<file path="config.mk">
export PLATFORM = sky130hd
export DESIGN_NAME = mantissa_mult_seq
export DESIGN_NICKNAME = d
export VERILOG_FILES = /design/src/rtl/mantissa_mult_seq.sv
export SDC_FILE = /design/constraint.sdc
export NUM_CORES = 1
export LEC_CHECK = 0
export ABC_AREA = 1
export ABC_CLOCK_PERIOD_IN_PS = 4300
export CORE_MARGIN = 10
export CORE_UTILIZATION = 45
export CTS_CLUSTER_DIAMETER = 120
export DETAILED_ROUTE_END_ITERATION = 8
export PLACE_DENSITY = 0.64
export SKIP_LAST_GASP = 1
export SLEW_MARGIN = 25
export SYNTH_ARGS = -nofsm -noshare
export SYNTH_HDL_FRONTEND = slang
export SYNTH_SLANG_ARGS = --single-unit
</file>
<file path="constraint.sdc">
create_clock -name clk -period 4.3 [get_ports clk]
set_input_delay 0.86 -clock clk [delete_from_list [all_inputs] [get_ports clk]]
set_output_delay 0.86 -clock clk [all_outputs]
set_load 0.02 [all_outputs]
</file>
<file path="src/rtl/mantissa_mult_seq.sv">
// Iterative shift-and-add significand multiplier for the FP multiply datapath.
// Hidden bits come from the subnormal flags; retires BITS_PER_CYCLE multiplier bits per clock.
module mantissa_mult_seq #(
  parameter int MAN_W          = 23,
  parameter int BITS_PER_CYCLE = 1
) (
  input  logic                   clk,
  input  logic                   rst_n,
  input  logic                   in_valid,
  output logic                   in_ready,
  input  logic [MAN_W-1:0]       man_a,
  input  logic [MAN_W-1:0]       man_b,
  input  logic                   sub_a,
  input  logic                   sub_b,
  output logic                   out_valid,
  input  logic                   out_ready,
  output logic [2*(MAN_W+1)-1:0] product,
  output logic                   msb_bit,
  output logic                   zero
);

  localparam int N    = MAN_W + 1;
  localparam int PW   = 2 * N;
  localparam int PPW  = N + BITS_PER_CYCLE;
  localparam int ITER = N / BITS_PER_CYCLE;
  localparam int CW   = (ITER > 1) ? $clog2(ITER) : 1;
  localparam logic [CW-1:0] LAST = CW'(ITER - 1);

  generate
    if ((BITS_PER_CYCLE < 1) || ((N % BITS_PER_CYCLE) != 0)) begin : g_bad_bpc
      $error("mantissa_mult_seq: BITS_PER_CYCLE must divide MAN_W+1");
    end
  endgenerate

  typedef enum logic [1:0] {
    S_IDLE = 2'd0,
    S_BUSY = 2'd1,
    S_DONE = 2'd2
  } state_t;

  state_t          r_state;
  logic [N-1:0]    r_mcand;
  logic [N-1:0]    r_mplier;
  logic [PW-1:0]   r_acc;
  logic [CW-1:0]   r_cnt;
  logic [PW-1:0]   r_product;
  logic            r_msb;
  logic            r_zero;
  logic            r_in_ready;
  logic            r_out_valid;

  logic [PPW-1:0]  w_pp;
  logic [31:0]     w_shamt;
  logic [PW-1:0]   w_addend;
  logic [PW-1:0]   w_sum;

  // One partial product per cycle, weighted by the chunk position already retired.
  assign w_pp     = PPW'(r_mcand) * PPW'(r_mplier[BITS_PER_CYCLE-1:0]);
  assign w_shamt  = 32'(r_cnt) * BITS_PER_CYCLE;
  assign w_addend = PW'(w_pp) << w_shamt;
  assign w_sum    = r_acc + w_addend;

  always_ff @(posedge clk or negedge rst_n) begin
    if (!rst_n) begin
      r_state     <= S_IDLE;
      r_mcand     <= '0;
      r_mplier    <= '0;
      r_acc       <= '0;
      r_cnt       <= '0;
      r_product   <= '0;
      r_msb       <= 1'b0;
      r_zero      <= 1'b0;
      r_in_ready  <= 1'b1;
      r_out_valid <= 1'b0;
    end else begin
      case (r_state)
        S_IDLE: begin
          if (in_valid && r_in_ready) begin
            r_mcand    <= {~sub_a, man_a};
            r_mplier   <= {~sub_b, man_b};
            r_acc      <= '0;
            r_cnt      <= '0;
            r_in_ready <= 1'b0;
            r_state    <= S_BUSY;
          end
        end
        S_BUSY: begin
          r_acc    <= w_sum;
          r_mplier <= r_mplier >> BITS_PER_CYCLE;
          r_cnt    <= r_cnt + 1'b1;
          if (r_cnt == LAST) begin
            r_product   <= w_sum;
            r_msb       <= w_sum[PW-1];
            r_zero      <= (w_sum == '0);
            r_out_valid <= 1'b1;
            r_state     <= S_DONE;
          end
        end
        S_DONE: begin
          // Ready is reasserted only after the result leaves, so no accept overlaps DONE.
          if (out_ready) begin
            r_out_valid <= 1'b0;
            r_in_ready  <= 1'b1;
            r_state     <= S_IDLE;
          end
        end
        default: begin
          r_state <= S_IDLE;
        end
      endcase
    end
  end

  assign in_ready  = r_in_ready;
  assign out_valid = r_out_valid;
  assign product   = r_product;
  assign msb_bit   = r_msb;
  assign zero      = r_zero;

endmodule

</file>
Word-level counts from Yosys, hierarchy flattened. Cells that the tools add are included.

Bits in registers: 155. Word-level logic and storage cells: 50.

Add/subtract/negate cells: 2. Multiply operators: 1. Equality and inequality tests: 6. Shift-type cells: 1. Multiplexer cells: 16. Bitwise gates (word level): 2. Reductions and logical operators: 12.

Operators with widths (number): one-hot mux 48 bit (2 select lines) (1); adder 48 bit (1); zero test 48 bit (1); two-way mux 48 bit (1); one-hot mux 24 bit (2 select lines) (1); << shifter 25 x 5 -> 48 bit (1); multiplier 24 x 1 -> 25 bit (1); two-way mux 24 bit (1); one-hot mux 5 bit (2 select lines) (1); AND reduction 3 bit (3); two-way mux 2 bit (3); inequality test 2 bit (second input constant) (3); one-hot mux 2 bit (3 select lines) (1); AND reduction 2 bit (3); nonzero test 2 bit (3); adder 5 x 1 -> 5 bit (second input constant) (1); equality test 5 bit (second input constant) (1); two-way mux 5 bit (1); two-way mux 1 bit (4); one-hot mux 1 bit (2 select lines) (2); equality test 2 x 1 -> 1 bit (second input constant) (1); equality test 2 bit (second input constant) (1); zero test 2 bit (1); inverter 1 bit (2); logical AND 1 bit (1).

Logic depth before layout (Yosys ltp). Gate-level depths: netlist (run 1).

Depth in word-level cells: 4. Gate-level depth with buffers: 32.

Least setup slack after synthesis (run 1). OpenSTA, ideal clock, no wires.

Kind: register -> register. Start point: reg r_cnt[1]. End point: reg r_zero (netlist: zero). Library setup time: 0.065 ns. Data arrival time: 3.097 ns. Required time: 4.235 ns. Path slack: 1.138 ns. Stages on the path, launching flop included: 21. Buffers on the path: 2. Path through: dfrtp_1 inv_1 buf_2 buf_1 mux2i_1 o21ai_0 o21ai_0 mux2i_1 ha_1 nand2_1 inv_1 a21oi_1 nor2_1 nor2_1 o21ai_0 a21oi_1 xor2_1 nand3_1 nor2_1 nand2_1 nand2_1.

Cells in the longest elaborated chain, start to end: 3.

RTL lines: start: declaration (line 45) `logic [CW-1:0] r_cnt;`; start signal: assignment (line 90) `r_cnt <= r_cnt + 1'b1;`; << shifter 25 x 5 -> 48 bit (line 60) `assign w_addend = PW'(w_pp) << w_shamt;`; adder 48 bit (line 61) `assign w_sum = r_acc + w_addend;`; zero test 48 bit (line 94) `r_zero <= (w_sum == '0);`; end signal: assignment (line 94); end: declaration (line 48) `logic r_zero;`.

Parallel ways exist; a longest one is shown, timed or not. A chain may end at the register's enable or synchronous reset.

Worst setup path after layout (run 1).
Start point: reg r_mplier[0]. End point: reg r_acc[31].

Cells in the longest elaborated chain, start to end: 4.

RTL lines: start: declaration (line 43) `logic [N-1:0] r_mplier;`; start signal: assignment (line 80) `r_mplier <= {~sub_b, man_b};`; start signal: assignment (line 89) `r_mplier <= r_mplier >> BITS_PER_CYCLE;`; multiplier 24 x 1 -> 25 bit (line 58) `assign w_pp = PPW'(r_mcand) * PPW'(r_mplier[BITS_PER_CYCLE-1:0]);`; << shifter 25 x 5 -> 48 bit (line 60); adder 48 bit (line 61); one-hot mux 48 bit (2 select lines) (line 76) `case (r_state)`; end signal: assignment (line 88) `r_acc <= w_sum;`; end: declaration (line 44) `logic [PW-1:0] r_acc;`.

Every way passes these cells.

==> impl_results.md, run 1 <==
- Slew margin rel.: 0.427
- Setup Skew: between 0.02 and 0.025 ns
- Final Hold Viols: 0
- Worst path slowest cell: dfrtp_1
- Final setup vio count: 0
- Dominant cells by area after synthesis: dfrtp_1 (33%), nand2_1 (21%), o21ai_0 (7.9%), inv_1 (6.7%), ha_1 (5.3%)
- WP buf/inv: 5
- Commonest cells after routing, fill and taps aside: nand2_1 (630), inv_1 (203), o21ai_0 (157), nor2_1 (155), dfrtp_1 (153)
- Mean Syn Cell Area: roughly 6.5 µm²
- Max stage delay on crit path: 0.40 ns
- DP Wirelength: approximately 32000 µm
- Worst endpoint required time: around 4.6 ns
- Site row count: 58
- Area Overhead vs Synth: 18.9%
- RSZ-0062 raised after global routing: no
- Die X: approximately 180 µm
- Core area: 0.0252 mm²
- Synth top area share: 0.333
- Drt pass-1 iters: 7
- Commonest non-fill, non-tap cell in the layout: nand2_1
- Fin crit period: between 4 and 5 ns
- Global-route wire length before repair: roughly 64000 µm
- Die ar.: about 0.032 mm²
- Sink Count: around 150
- Initial antenna violation count: 1
- Register area: 0.00385 mm²
- Total gr overflow: 0
- Fmax: between 0.2 and 0.25 GHz
- H-tree lvl count: 4
- Detail-routed via count per cell: 5.26
- Critical Path End Type: flip-flop
- Seq/Total Area, Yosys: 0.335
- Largest net degree at the start of global routing: a little under 90
- Initial DRC count: around 960
- Seq cells post-synth: 154
- Reg2reg start: r_mplier[0]
- Layout cells sized above 1: 0.0873
- RePlAce Congestion: 1.02
- Synth Cell Area: around 0.011 mm²
- Worst r2r path cells: 23
- Worst R2R End: r_acc[31]
- Final Cycle Share: 0.948
- Total GRT Usage: 0.247
- CTS root buffer: clkbuf_16
- Worst-path fanout max: 34
- # DRC: 0
- Num ports: 104
- Final Max Tran Viols: 0
- DRT antenna net count: 0
- Die Y: 180 µm
- Post-Route Setup TNS: 0 ns
- Number of max-cap violations: 0
- CP Cell Sequence: buf_12 -> nand2_1 -> nor2_1 -> a31oi_1 -> nand2_1 -> o21ai_1 -> nand2_1 -> o21ai_0 -> nand2_1 -> o21ai_1 -> o21ai_0 -> buf_4 -> ha_1 -> a21oi_1 -> buf_4 -> nand2_1 -> a21oi_1 -> o21ai_0 -> a21oi_1 -> buf_4 -> xor2_1 -> buf_4 -> o21ai_0
- CP arrival: about 4.4 ns
- Post-Route WL: just over 40000 µm
- Multi-input combinational cell area: between 0.006 and 0.007 mm²
- Fin nets: approximately 2000
- CTS max path bufs: 2
- Critical path type: reg -> reg
- Worst hold path type: in -> async
- Initial core utilization: 0.457
- Clock transition at path regs: 0.09 ns
- Netlist cell types: 41
- Worst-margin pin slew: approximately 0.85 ns
- Syn nets: about 1900
- Post-synthesis instance total: 1772
- Filler cell count: between 2000 and 3000
- Worst-Skew Late Latency: about 0.44 ns
- Port buffer count: 103
- Final hold slack: 0.400 ns
- Syn. warnings: 0
- R2r setup slk: roughly 0.22 ns
- CTS tree: done
- Critical Path Start Type: flip-flop
- Total CTS buffers: 17
- Critical Path Most Common Cell: nand2_1
- Run status: finished clean
- Vias post-DR: roughly 12000
- Kind of cell adding the most delay to the critical path: compound AO/OA/AOI/OAI gates
- Routed WL per cell: roughly 18 µm
- Largest area contributor in the netlist: dfrtp_1
- Vias in the first global route: roughly 11000
sequential cells by signal (all words and copies together) (netlist names):
| register | count |
|---|---|
| product | 48 |
| r_acc | 48 |
| r_mcand | 24 |
| r_mplier | 24 |
| r_cnt | 5 |
| r_state | 2 |
| in_ready | 1 |
| out_valid | 1 |
| zero | 1 |
worst max path at each step:
stage | startpoint | to | slack [ns] | cells after the start
after floorplan | r_cnt[1] | zero | 1.14 | 20
after global placement | r_mplier[0] | zero | 0.08 | 22
after detailed placement | r_mplier[0] | zero | 0.16 | 22
after CTS | r_mplier[0] | zero | 0.10 | 22
after global routing | r_mplier[0] | r_acc[31] | 0.006 | 23
final | r_mplier[0] | r_acc[31] | 0.22 | 23
layer usage:
layer	track usage	vias to the layer above	routed length, µm
met5	0	-	0
met4	0.0734	0	1120
met3	0.0524	54	2890
met2	0.396	377	18300
met1	0.327	5386	18300
li1	-	5804	-
area by class of cell:
type	count	area share
multi-input combinational	1333	0.483
tap	330	0.0302
antenna	1	0.000183
clock buffer	17	0.0311
inverter	221	0.0608
sequential	154	0.282
clock inverter	15	0.0149
timing repair buffer	138	0.0977
through the flow:
stage	setup slack, ns	util	std cells	area (µm²)
floorplan	1.14	-	1772	11500
global placement	0.0820	0.515	2175	13000
detailed placement	0.159	0.515	2175	13000
CTS	0.104	0.540	2207	13600
global route	0.00579	0.543	2208	13700
finish	0.222	0.543	2209	13700
cell families (layout without fill, tap and decap cells):
group	Yosys count	after routing	share of synthesized area
AND/OR/NAND/NOR	964	964	0.350
buffers and inverters	285	391	0.0967
AO/OA/AOI/OAI	279	279	0.130
flip-flops	154	154	0.335
adder cells (fa/ha/maj)	50	50	0.0551
XOR/XNOR	20	20	0.0152
multiplexers	20	20	0.0174
other	0	1	0
what timing repair did:
action / CTS / global route
setup endpoints to repair: 0 / 7
resized for setup: 0 / 45
endpoints found under the hold margin: 0 / 0
hold buffers: 0 / 0
setup buffers: 0 / 1
cell usage after synthesis, drive strengths merged:
master  instances
ha             49
fa              1
a21oi          35
o32ai           1
and3            1
inv           216
buf            20
dfstp           1
nand2         657
nand4          14
a22o            6
o21ai         192
clkinv          5
dfrtp         153
clkbuf         44
nand3          79
xor2           17
a21o            1
a21boi          1
o21a            3
o21bai          5
xnor2           3
o22ai          31
and2            4
mux2i          20
nand3b         10
nor3           16
a31oi           4
nor2          183
Power of run 1 is left out: the tool's default activity adds up to more than one toggle a clock period on the data nets, which glitch-free logic cannot reach.
==> run 2: changes to the inputs <==
ABC_CLOCK_PERIOD_IN_PS = default   (was 4300)
==> results of run 2 <==
No change in the layout: final DEF, timing and power equal those of run 1.
Power of run 2 is left out for the same reason.
